--- config.mk ---
export PLATFORM = sky130hd
export DESIGN_NAME = accum_warp_linear_serializer_flat
export DESIGN_NICKNAME = d
export VERILOG_FILES = /design/src/rtl/accum_warp_linear_serializer_pkg.sv /design/src/rtl/accum_warp_linear_serializer_if.sv /design/src/rtl/accum_warp_linear_serializer_rr_pick.sv /design/src/rtl/accum_warp_linear_serializer.sv /design/src/flat_wrapper.sv
export SDC_FILE = /design/constraint.sdc
export NUM_CORES = 1
export LEC_CHECK = 0
export CORE_UTILIZATION = 40
export DETAILED_ROUTE_END_ITERATION = 12
export PLACE_DENSITY = 0.84
export SLEW_MARGIN = 20
export SYNTH_ARGS = -nofsm -noshare
export SYNTH_HDL_FRONTEND = slang
export SYNTH_SLANG_ARGS = --single-unit
--- constraint.sdc ---
create_clock -name i_clk -period 4.6 [get_ports i_clk]
set_input_delay 1.38 -clock i_clk [delete_from_list [all_inputs] [get_ports i_clk]]
set_output_delay 1.38 -clock i_clk [all_outputs]
set_load 0.1 [all_outputs]
--- src/rtl/accum_warp_linear_serializer_pkg.sv ---
// Shared constants and helpers for the linear-address serializer slice.
package accum_warp_linear_serializer_pkg;

    localparam int N_CFG_DEF = 4;
    localparam int ABW_DEF   = 8;

    // Width of a round-robin pointer over n channels; never narrower than one bit.
    function automatic int ptr_width(input int n);
        return (n > 1) ? $clog2(n) : 1;
    endfunction

endpackage

--- src/rtl/accum_warp_linear_serializer_if.sv ---
// Bundle of per-config source channels plus the single tagged output stream.
interface accum_warp_linear_serializer_if
    import accum_warp_linear_serializer_pkg::*;
#(
    parameter  int N_CFG   = N_CFG_DEF,
    parameter  int ABW     = ABW_DEF,
    localparam int NCFG_BW = $clog2(N_CFG + 1)
);
    logic [N_CFG-1:0]   linear_rdys;
    logic [N_CFG-1:0]   linear_acks;
    logic [ABW-1:0]     i_linears [N_CFG];
    logic               dst_rdy;
    logic               dst_ack;
    logic [ABW-1:0]     o_linear;
    logic [NCFG_BW-1:0] o_linear_id;

    // Serializer side: consumes source channels, produces the tagged stream.
    modport slave (
        input  linear_rdys, i_linears, dst_ack,
        output linear_acks, dst_rdy, o_linear, o_linear_id
    );

    // Environment side: drives the sources and the downstream accept.
    modport master (
        output linear_rdys, i_linears, dst_ack,
        input  linear_acks, dst_rdy, o_linear, o_linear_id
    );
endinterface

--- src/rtl/accum_warp_linear_serializer_rr_pick.sv ---
// Round-robin one-hot picker: lowest requester at or after ptr, searched cyclically.
module rr_pick_one_hot
    import accum_warp_linear_serializer_pkg::*;
#(
    parameter  int N   = 4,
    localparam int PW  = ptr_width(N),
    localparam int PW2 = $clog2(2 * N)
) (
    input  logic [N-1:0]  req_i,
    input  logic [PW-1:0] ptr_i,
    output logic [N-1:0]  gnt_o,
    output logic [PW-1:0] idx_o,
    output logic          any_o
);

    logic [N-1:0]   hi_mask_s;
    logic [2*N-1:0] dbl_s;
    logic           found_s;
    logic [PW2-1:0] pos_s;

    // Upper copy holds all requests, lower copy only those at/after ptr, so the
    // lowest set bit of the doubled vector is the cyclic winner.
    always_comb begin
        hi_mask_s = {N{1'b0}};
        dbl_s     = {(2*N){1'b0}};
        found_s   = 1'b0;
        pos_s     = {PW2{1'b0}};
        idx_o     = {PW{1'b0}};
        gnt_o     = {N{1'b0}};
        any_o     = |req_i;
        for (int j = 0; j < N; j++) begin
            hi_mask_s[j] = (j >= int'(ptr_i));
        end
        dbl_s = {req_i, req_i & hi_mask_s};
        for (int j = 0; j < 2 * N; j++) begin
            if (dbl_s[j] && !found_s) begin
                found_s = 1'b1;
                pos_s   = PW2'(j);
            end else begin
                found_s = found_s;
            end
        end
        if (pos_s >= PW2'(N)) begin
            idx_o = PW'(pos_s - PW2'(N));
        end else begin
            idx_o = PW'(pos_s);
        end
        if (any_o) begin
            gnt_o[idx_o] = 1'b1;
        end else begin
            gnt_o = {N{1'b0}};
        end
    end

endmodule

--- src/rtl/accum_warp_linear_serializer.sv ---
// Serializes N_CFG per-config linear address channels into one (linear, id)
// stream through a single registered stage with round-robin arbitration.
module accum_warp_linear_serializer
    import accum_warp_linear_serializer_pkg::*;
#(
    parameter  int N_CFG   = N_CFG_DEF,
    parameter  int ABW     = ABW_DEF,
    localparam int NCFG_BW = $clog2(N_CFG + 1),
    localparam int PW      = ptr_width(N_CFG)
) (
    input  logic                           i_clk,
    input  logic                           i_rst,
    accum_warp_linear_serializer_if.slave  sif
);

    logic [PW-1:0]      ptr_q, ptr_d;
    logic               dst_rdy_q, dst_rdy_d;
    logic [ABW-1:0]     o_linear_q;
    logic [NCFG_BW-1:0] o_linear_id_q;

    logic [N_CFG-1:0]   win_oh_s;
    logic [PW-1:0]      win_idx_s;
    logic               any_s;
    logic               can_load_s;
    logic               grant_s;
    logic [N_CFG-1:0]   acks_s;

    rr_pick_one_hot #(.N(N_CFG)) u_pick (
        .req_i (sif.linear_rdys),
        .ptr_i (ptr_q),
        .gnt_o (win_oh_s),
        .idx_o (win_idx_s),
        .any_o (any_s)
    );

    // Grant whenever the stage is empty or draining; suppressed while in reset
    // so no source sees an ack that the discarded stage would never deliver.
    always_comb begin
        can_load_s = !dst_rdy_q || sif.dst_ack;
        grant_s    = can_load_s && any_s && i_rst;
        acks_s     = {N_CFG{1'b0}};
        ptr_d      = ptr_q;
        dst_rdy_d  = dst_rdy_q;
        if (grant_s) begin
            acks_s    = win_oh_s;
            dst_rdy_d = 1'b1;
            if (win_idx_s == PW'(N_CFG - 1)) begin
                ptr_d = {PW{1'b0}};
            end else begin
                ptr_d = win_idx_s + PW'(1'b1);
            end
        end else if (sif.dst_ack) begin
            dst_rdy_d = 1'b0;
        end else begin
            dst_rdy_d = dst_rdy_q;
        end
    end

    // Control state: output-valid flag and round-robin pointer.
    always_ff @(posedge i_clk or negedge i_rst) begin
        if (!i_rst) begin
            dst_rdy_q <= 1'b0;
            ptr_q     <= {PW{1'b0}};
        end else begin
            dst_rdy_q <= dst_rdy_d;
            ptr_q     <= ptr_d;
        end
    end

    // Payload stage loads only on a grant and otherwise holds its last value.
    always_ff @(posedge i_clk or negedge i_rst) begin
        if (!i_rst) begin
            o_linear_q    <= {ABW{1'b0}};
            o_linear_id_q <= {NCFG_BW{1'b0}};
        end else if (grant_s) begin
            o_linear_q    <= sif.i_linears[win_idx_s];
            o_linear_id_q <= NCFG_BW'(win_idx_s);
        end
    end

    assign sif.linear_acks = acks_s;
    assign sif.dst_rdy     = dst_rdy_q;
    assign sif.o_linear    = o_linear_q;
    assign sif.o_linear_id = o_linear_id_q;

endmodule

--- src/flat_wrapper.sv ---
// flat-port wrapper written by rule: the top's interface ports become plain ports
module accum_warp_linear_serializer_flat import accum_warp_linear_serializer_pkg::*;
#(
    parameter  int N_CFG   = N_CFG_DEF,
    parameter  int ABW     = ABW_DEF,
    localparam int NCFG_BW = $clog2(N_CFG + 1),
    localparam int PW      = ptr_width(N_CFG)
)
  (i_clk, i_rst, sif_linear_rdys, sif_i_linears, sif_dst_ack, sif_linear_acks, sif_dst_rdy, sif_o_linear, sif_o_linear_id);
  accum_warp_linear_serializer_if #(.N_CFG(N_CFG), .ABW(ABW)) sif_i ();
  input  logic i_clk;
  input  logic i_rst;
  input wire logic [$bits(sif_i.linear_rdys)-1:0] sif_linear_rdys;
  input wire logic [$bits(sif_i.i_linears)-1:0] sif_i_linears;
  input wire logic [$bits(sif_i.dst_ack)-1:0] sif_dst_ack;
  output wire logic [$bits(sif_i.linear_acks)-1:0] sif_linear_acks;
  output wire logic [$bits(sif_i.dst_rdy)-1:0] sif_dst_rdy;
  output wire logic [$bits(sif_i.o_linear)-1:0] sif_o_linear;
  output wire logic [$bits(sif_i.o_linear_id)-1:0] sif_o_linear_id;
  assign sif_i.linear_rdys = sif_linear_rdys;
  assign sif_i.i_linears = {>>{sif_i_linears}};
  assign sif_i.dst_ack = sif_dst_ack;
  assign sif_linear_acks = sif_i.linear_acks;
  assign sif_dst_rdy = sif_i.dst_rdy;
  assign sif_o_linear = sif_i.o_linear;
  assign sif_o_linear_id = sif_i.o_linear_id;
  accum_warp_linear_serializer #(.N_CFG(N_CFG), .ABW(ABW)) u_core (.i_clk(i_clk), .i_rst(i_rst), .sif(sif_i));
endmodule
## After elaboration in Yosys (flattened, before gate mapping)

Index checks and enable logic that the tools add are counted.
Widths: inputs -> output; s select.

- Output and inout bits: 16
- Word-level logic and storage cells: 62
- Input bits: 39
- Bits in registers: 13

- $add $sub $neg: 2
- Equality and inequality tests: 1
- Reductions and logical operators: 21
- $lt $le $gt $ge: 7
- Bitwise logic cells: 2
- Muxes and demuxes: 25

Operators by type and width:

| kind | count |
|---|---|
| $bmux 8 s2 | 1 |
| $mux 8 | 2 |
| $mux 3 | 5 |
| $mux 1 | 11 |
| $logic_and 1x1->1 | 10 |
| $logic_not 1->1 | 8 |
| $mux 4 | 2 |
| $ge 3x3->1 const B | 2 |
| $mux 2 | 3 |
| $and 4x4->4 | 1 |
| $ge 1x2->1 const A | 2 |
| $reduce_or 4->1 | 1 |
| $lt 2x3->1 const B | 1 |
| $not 2->3 | 1 |
| $add 2x1->2 const B | 1 |
| $demux 1 s2 | 1 |
| $eq 2x2->1 const B | 1 |
| $ge 2x1->1 const B | 1 |
| $ge 2x2->1 const A | 1 |
| $reduce_bool 2->1 | 1 |
| $sub 2x1->2 const B | 1 |
| $logic_or 1x1->1 | 1 |

## Longest topological paths before layout

- Depth after elaboration: 32
- Mapped depth: 8
- Depth with buffers taken out: 6

## Modules after synthesis

From an unflattened synthesis, not the netlist that was laid out.

- Cell total of the unflattened synthesis: 78
- Area total of the unflattened synthesis: 942.2 um^2

Modules (own cells, without submodules):

| module | instances | area each (um^2) | seq. area each (um^2) | cells each |
|---|---|---|---|---|
| accum_warp_linear_serializer | 1 | 744.5 | 325.3 | 49 |
| rr_pick_one_hot | 1 | 197.7 | 0.0 | 29 |

## Worst setup path after synthesis

Ideal clock, no wire load.

- Kind: in2out
- Start point: in sif_linear_rdys[1]
- End point: out sif_linear_acks[2]
- Path buffers: 2
- Required time: 3.220 ns
- Arrival time: 3.000 ns
- Slack: 0.220 ns
- Stages: 6
- Cell sequence: or3b_1 o221ai_2 buf_6 buf_12 ha_1 and2_1

- Cells in the longest elaborated chain, start to end: 29
- Elaborated cells between the ends (all ways): 40
- Classes of those cells: 1 x add/sub; 3 x order compare; 18 x mux; 1 x bitwise; 17 x reduce/logical

RTL lines:

| item | line | text |
|---|---|---|
| from (decl) | flat_wrapper.sv:13 | `input wire logic [$bits(sif_i.linear_rdys)-1:0] sif_linear_rdys;` |
| $and 4x4->4 | accum_warp_linear_serializer_rr_pick.sv:34 | `dbl_s = {req_i, req_i & hi_mask_s};` |
| $logic_and 1x1->1 | accum_warp_linear_serializer_rr_pick.sv:36 | `if (dbl_s[j] && !found_s) begin` |
| $mux 1 | accum_warp_linear_serializer_rr_pick.sv:36 |  |
| $logic_not 1->1 | accum_warp_linear_serializer_rr_pick.sv:36 |  |
| $logic_and 1x1->1 | accum_warp_linear_serializer_rr_pick.sv:36 |  |
| $mux 1 | accum_warp_linear_serializer_rr_pick.sv:36 |  |
| $logic_not 1->1 | accum_warp_linear_serializer_rr_pick.sv:36 |  |
| $logic_and 1x1->1 | accum_warp_linear_serializer_rr_pick.sv:36 |  |
| [... 13 more ...] | n/a |  |
| $ge 3x3->1 / $sub 2x1->2 (equally long branches) | accum_warp_linear_serializer_rr_pick.sv:43, accum_warp_linear_serializer_rr_pick.sv:44 |  |
| $mux 2 | accum_warp_linear_serializer_rr_pick.sv:43 | `if (pos_s >= PW2'(N)) begin` |
| $lt 2x3->1 (not written as such) / $ge 2x1->1 (equally long branches) | accum_warp_linear_serializer_rr_pick.sv:49 | `gnt_o[idx_o] = 1'b1;` |
| $logic_and 1x1->1 (not written as such) | accum_warp_linear_serializer_rr_pick.sv:49 |  |
| $mux 1 (not written as such) | accum_warp_linear_serializer_rr_pick.sv:49 |  |
| $demux 1 s2 | accum_warp_linear_serializer_rr_pick.sv:49 |  |
| $mux 4 | accum_warp_linear_serializer_rr_pick.sv:48 | `if (any_o) begin` |
| $mux 4 (*) | accum_warp_linear_serializer.sv:44 | `if (grant_s) begin` |
| to (decl) | flat_wrapper.sv:16 | `output wire logic [$bits(sif_i.linear_acks)-1:0] sif_linear_acks;` |

Mark *: on every way between the ends. The rest lies on a longest branch, timed or not.

## Final worst setup path

- Start point: in sif_linear_rdys[2]
- End point: out sif_linear_acks[3]

- Cells in the longest elaborated chain, start to end: 26
- Elaborated cells between the ends (all ways): 36
- Classes of those cells: 1 x add/sub; 3 x order compare; 16 x mux; 1 x bitwise; 15 x reduce/logical

RTL lines:

| item | line | text |
|---|---|---|
| $and 4x4->4 | accum_warp_linear_serializer_rr_pick.sv:34 |  |
| $logic_and 1x1->1 | accum_warp_linear_serializer_rr_pick.sv:36 |  |
| $mux 1 | accum_warp_linear_serializer_rr_pick.sv:36 |  |
| $logic_not 1->1 | accum_warp_linear_serializer_rr_pick.sv:36 |  |
| $logic_and 1x1->1 | accum_warp_linear_serializer_rr_pick.sv:36 |  |
| $mux 1 | accum_warp_linear_serializer_rr_pick.sv:36 |  |
| $logic_not 1->1 | accum_warp_linear_serializer_rr_pick.sv:36 |  |
| $logic_and 1x1->1 | accum_warp_linear_serializer_rr_pick.sv:36 |  |
| [... 11 more ...] | n/a |  |
| $mux 2 (*) | accum_warp_linear_serializer_rr_pick.sv:43 |  |
| named net u_core.u_pick.idx_o[0] | accum_warp_linear_serializer_rr_pick.sv:12 | `output logic [PW-1:0] idx_o,` |
| $lt 2x3->1 (not written as such) / $ge 2x1->1 (equally long branches) | accum_warp_linear_serializer_rr_pick.sv:49 |  |
| $logic_and 1x1->1 (not written as such) | accum_warp_linear_serializer_rr_pick.sv:49 |  |
| $mux 1 (not written as such) | accum_warp_linear_serializer_rr_pick.sv:49 |  |
| $demux 1 s2 (*) | accum_warp_linear_serializer_rr_pick.sv:49 |  |
| $mux 4 (*) | accum_warp_linear_serializer_rr_pick.sv:48 |  |
| $mux 4 (*) | accum_warp_linear_serializer.sv:44 |  |

The timed path passes the listed nets; every way through them passes the cells marked *.

==> flow_metrics.py <==
metrics = {
    "status": {
        "outcome": "complete, no violations",
    },
    "placement": {
        "detailed_place_hpwl_um": 1870,
        "port_buffers": 53,
        "pre_cts_slack_ps": 160,
        "place_congestion": 0.782,
    },
    "timing": {
        "max-slew-margin-rel_pct": 33.7,
        "fin_setup_tns_ps": 0,
        "tcrit_tclk_final_pct": 96.5,
        "minimum_clock_period_ps": 4440,
        "timing.final.ws_setup_ps": 162,
        "timing_hold_violations_final": 0,
        "maxSlewViolCount": 0,
        "grt_setup_unrepaired": "no",
        "max_freq_mhz": 225,
        "slew_worst_pin_ps": 991,
        "finClkSkew_ps": 6.44,
        "final-setup-viol-count": 0,
    },
    "clocking": {
        "cts_tree": "yes",
        "hold_buf_cts": 0,
        "clk_root_buffer_cell": "clkbuf_4",
        "clockBufferDepth": 2,
        "cts_inserted_buffers": 3,
        "cts_post_setup_buffers_inserted": 0,
        "count_of_cells_resized_by_post_cts_repair": 0,
        "tritoncts_num_sinks": 13,
        "insertion_delay_ps": 270,
        "ctsHtreeMaxLevel": 1,
        "clkSlewWorstSetupHoldPaths_ps": 80,
    },
    "setup_path": {
        "startpoint_type": "input port",
        "cp_arrival_ps": 3060,
        "required_time_worst_endpoint_ps": 3220,
        "critPathCaptureType": "primary output",
        "crit_path_max_fanout": 5,
        "path_class": "in2out",
        "reg2reg_depth": 5,
    },
    "yosys": {
        "synth_xor_xnor_area_share_pct": 0,
        "mappedNetlistNets": 131,
        "synth-edff-count": 0,
        "synthAdderAreaFrac_pct": 5.22,
        "post-synth-top-count-cell": "mux2i_1",
        "synth_top_area_share_pct": 33.9,
        "synth-compound-area-share_pct": 20.0,
        "synth.distinct_cells": 25,
        "synth_area_leader_cell": "dfrtp_1",
        "synth-main-ff-cell": "dfrtp_1",
        "simple_logic_cell_fraction_of_the_synthesized_area_pct": 15.8,
        "synth.mux.area_fraction_pct": 17.8,
        "synth.ff_latch_count": 13,
        "syn_avg_cell_area_um2": 10.9,
        "synth.yosys.seq_area_share_pct": 33.9,
        "yosys_warnings": 0,
        "post_synth_inst_count": 88,
        "synth.area.top_cells": "dfrtp_1 34%, mux2i_1 18%, o221ai_2 14%",
        "largest_family_of_logic_cells_by_synthesized_area": "compound AO/OA/AOI/OAI gates",
        "synth_top_cells_by_count": "17 x mux2i_1, 15 x nand2_1, 13 x dfrtp_1, 9 x o221ai_2",
        "post_synth_instance_area_um2": 958,
        "ys_async_sr_fraction_pct": 100,
    },
    "layout": {
        "area_growth_pct": 64.5,
        "post_layout_utilization_of_the_core_pct": 70.6,
        "post_route_cells_drive_above_1_share_pct": 17.2,
        "fin_nets": 189,
        "antenna_cells_inserted": 0,
    },
    "detailed_routing": {
        "drt_iter0_markers": 6,
        "via_count": 857,
        "route.antenna.remaining_nets": 0,
        "avgRoutedWirePerCell_um": 12.7,
        "routed_wirelength_um": 2200,
        "drt-vias-per-instance": 4.95,
        "detail_route.first_pass.iterations": 4,
        "post-route-drc-count": 0,
    },
    "power_and_ir_drop": {
        "combPwrFrac_pct": 71.5,
        "power.ir.vdd_worst_v": 0.000416,
        "leakage_power_nw": 0.700,
        "power.total_mw": 0.886,
        "switching_power_mw": 0.498,
        "switching_share_pct": 56.3,
        "reg_power_share_pct": 21.0,
        "p_int_mw": 0.387,
        "clock_power_share_pct": 7.5,
        "power_density_nw_per_um2": 562,
    },
    "die": {
        "dieArea_um2": 2600,
        "initial_utilization_pct": 42.9,
        "rows": 17,
        "fp.dieW_um": 51.0,
        "floorplan.io_pins": 55,
        "die_height_um": 51.0,
        "core_area_um2": 2230,
    },
    "global_route": {
        "track_usage_pct": 17.8,
        "grt_antenna_before_repair": 0,
        "largest_net_degree_at_the_start_of_global_routing": 16,
        "global_route.overflow_total": 0,
        "first_global_vias": 812,
        "grt_first_pass_wirelength_um": 3480,
    },
    "job": {
        "drv_cap": 0,
    },
    "worst_hold_path": {
        "hold_path_class": "reg2reg",
        "hold_depth": 2,
    },
}
power by group through the flow:
stage	clock network (mW)	registers [mW]	logic, mW
6_report	0.0662	0.186	0.633
5_1_grt	0.0764	0.192	0.662
4_1_cts	0.0689	0.186	0.638
3_5_place_dp	0	0.186	0.637
3_3_place_gp	0	0.186	0.629
2_1_floorplan	0	0.443	0.221
area by class of cell:
type	count	area (um2)
timing repair buffer	58	608
tap	28	35.0
fill	164	657
inverter	4	15.0
clock buffer	4	26.3
multi-input combinational	66	567
sequential	13	325
final timing paths:
check                                       endpoint                 startpoint  slack, ps
setup / recovery                  sif_linear_acks[3]         sif_linear_rdys[2]        160
hold / removal             u_core.sif.o_linear_id[1]  u_core.sif.o_linear_id[1]        490
setup reg to reg              u_core.sif.o_linear[4]            u_core.ptr_q[1]       2820
hold reg to reg            u_core.sif.o_linear_id[1]  u_core.sif.o_linear_id[1]        490
max in group asynchronous     u_core.sif.o_linear[3]                      i_rst       2990
min in group asynchronous            u_core.ptr_q[0]                      i_rst       1440
flip-flops by register name, indices dropped and copies added (netlist names):
| name | cells |
|---|---|
| u_core.sif.o_linear_id | 2 |
| u_core.sif.dst_rdy | 1 |
| u_core.sif.o_linear | 8 |
| u_core.ptr_q | 2 |
metal layers:
layer / part of all wire, % / wire (um) / track usage (%)
met1: 38 / 834 / 19.6
met2: 56 / 1230 / 33.8
met3: 5.7 / 125 / 3.27
met4: 0.50 / 11 / 5.56
met5: 0 / 0 / 0
placed cells by master (no fill, tap or decap), drive strengths merged:
cell | Yosys | final
buf | 5 | 9
or3b | 1 | 1
inv | 4 | 4
and2 | 4 | 4
conb | 1 | 1
or4 | 1 | 1
o221ai | 9 | 9
and3 | 1 | 1
nor2b | 1 | 1
nand2 | 15 | 15
nand3 | 1 | 1
o21ai | 1 | 1
or3 | 1 | 1
a21oi | 2 | 2
nand2b | 2 | 2
clkdlybuf4s50 | 0 | 49
clkbuf | 0 | 4
dfrtp | 13 | 13
mux2i | 17 | 17
nor2 | 2 | 2
ha | 4 | 4
a21boi | 1 | 1
a21o | 1 | 1
a221oi | 1 | 1
worst max-delay path, stage by stage:
cell and delay (ps):
clkdlybuf4s50_1 540, or3b_1 370, o221ai_2 110, inv_1 110, ha_1 200, and2_1 160
buf_12 170
logic make-up after synthesis:
kind of cell / after synthesis
muxes: 17
adders and majority gates: 4
AOI/OAI and AO/OA: 15
DFF: 13
buffers and inverters: 9
and+or+nand+nor: 29
other: 1
through the flow:
step	hold WS (ps)	instances	cell area [um2]
after floorplan	538	88	958
after global placement	459	169	1550
after detailed placement	469	169	1550
after CTS	488	173	1580
after global routing	512	173	1580
final	485	173	1580
(Power assumes the default switching activity.)
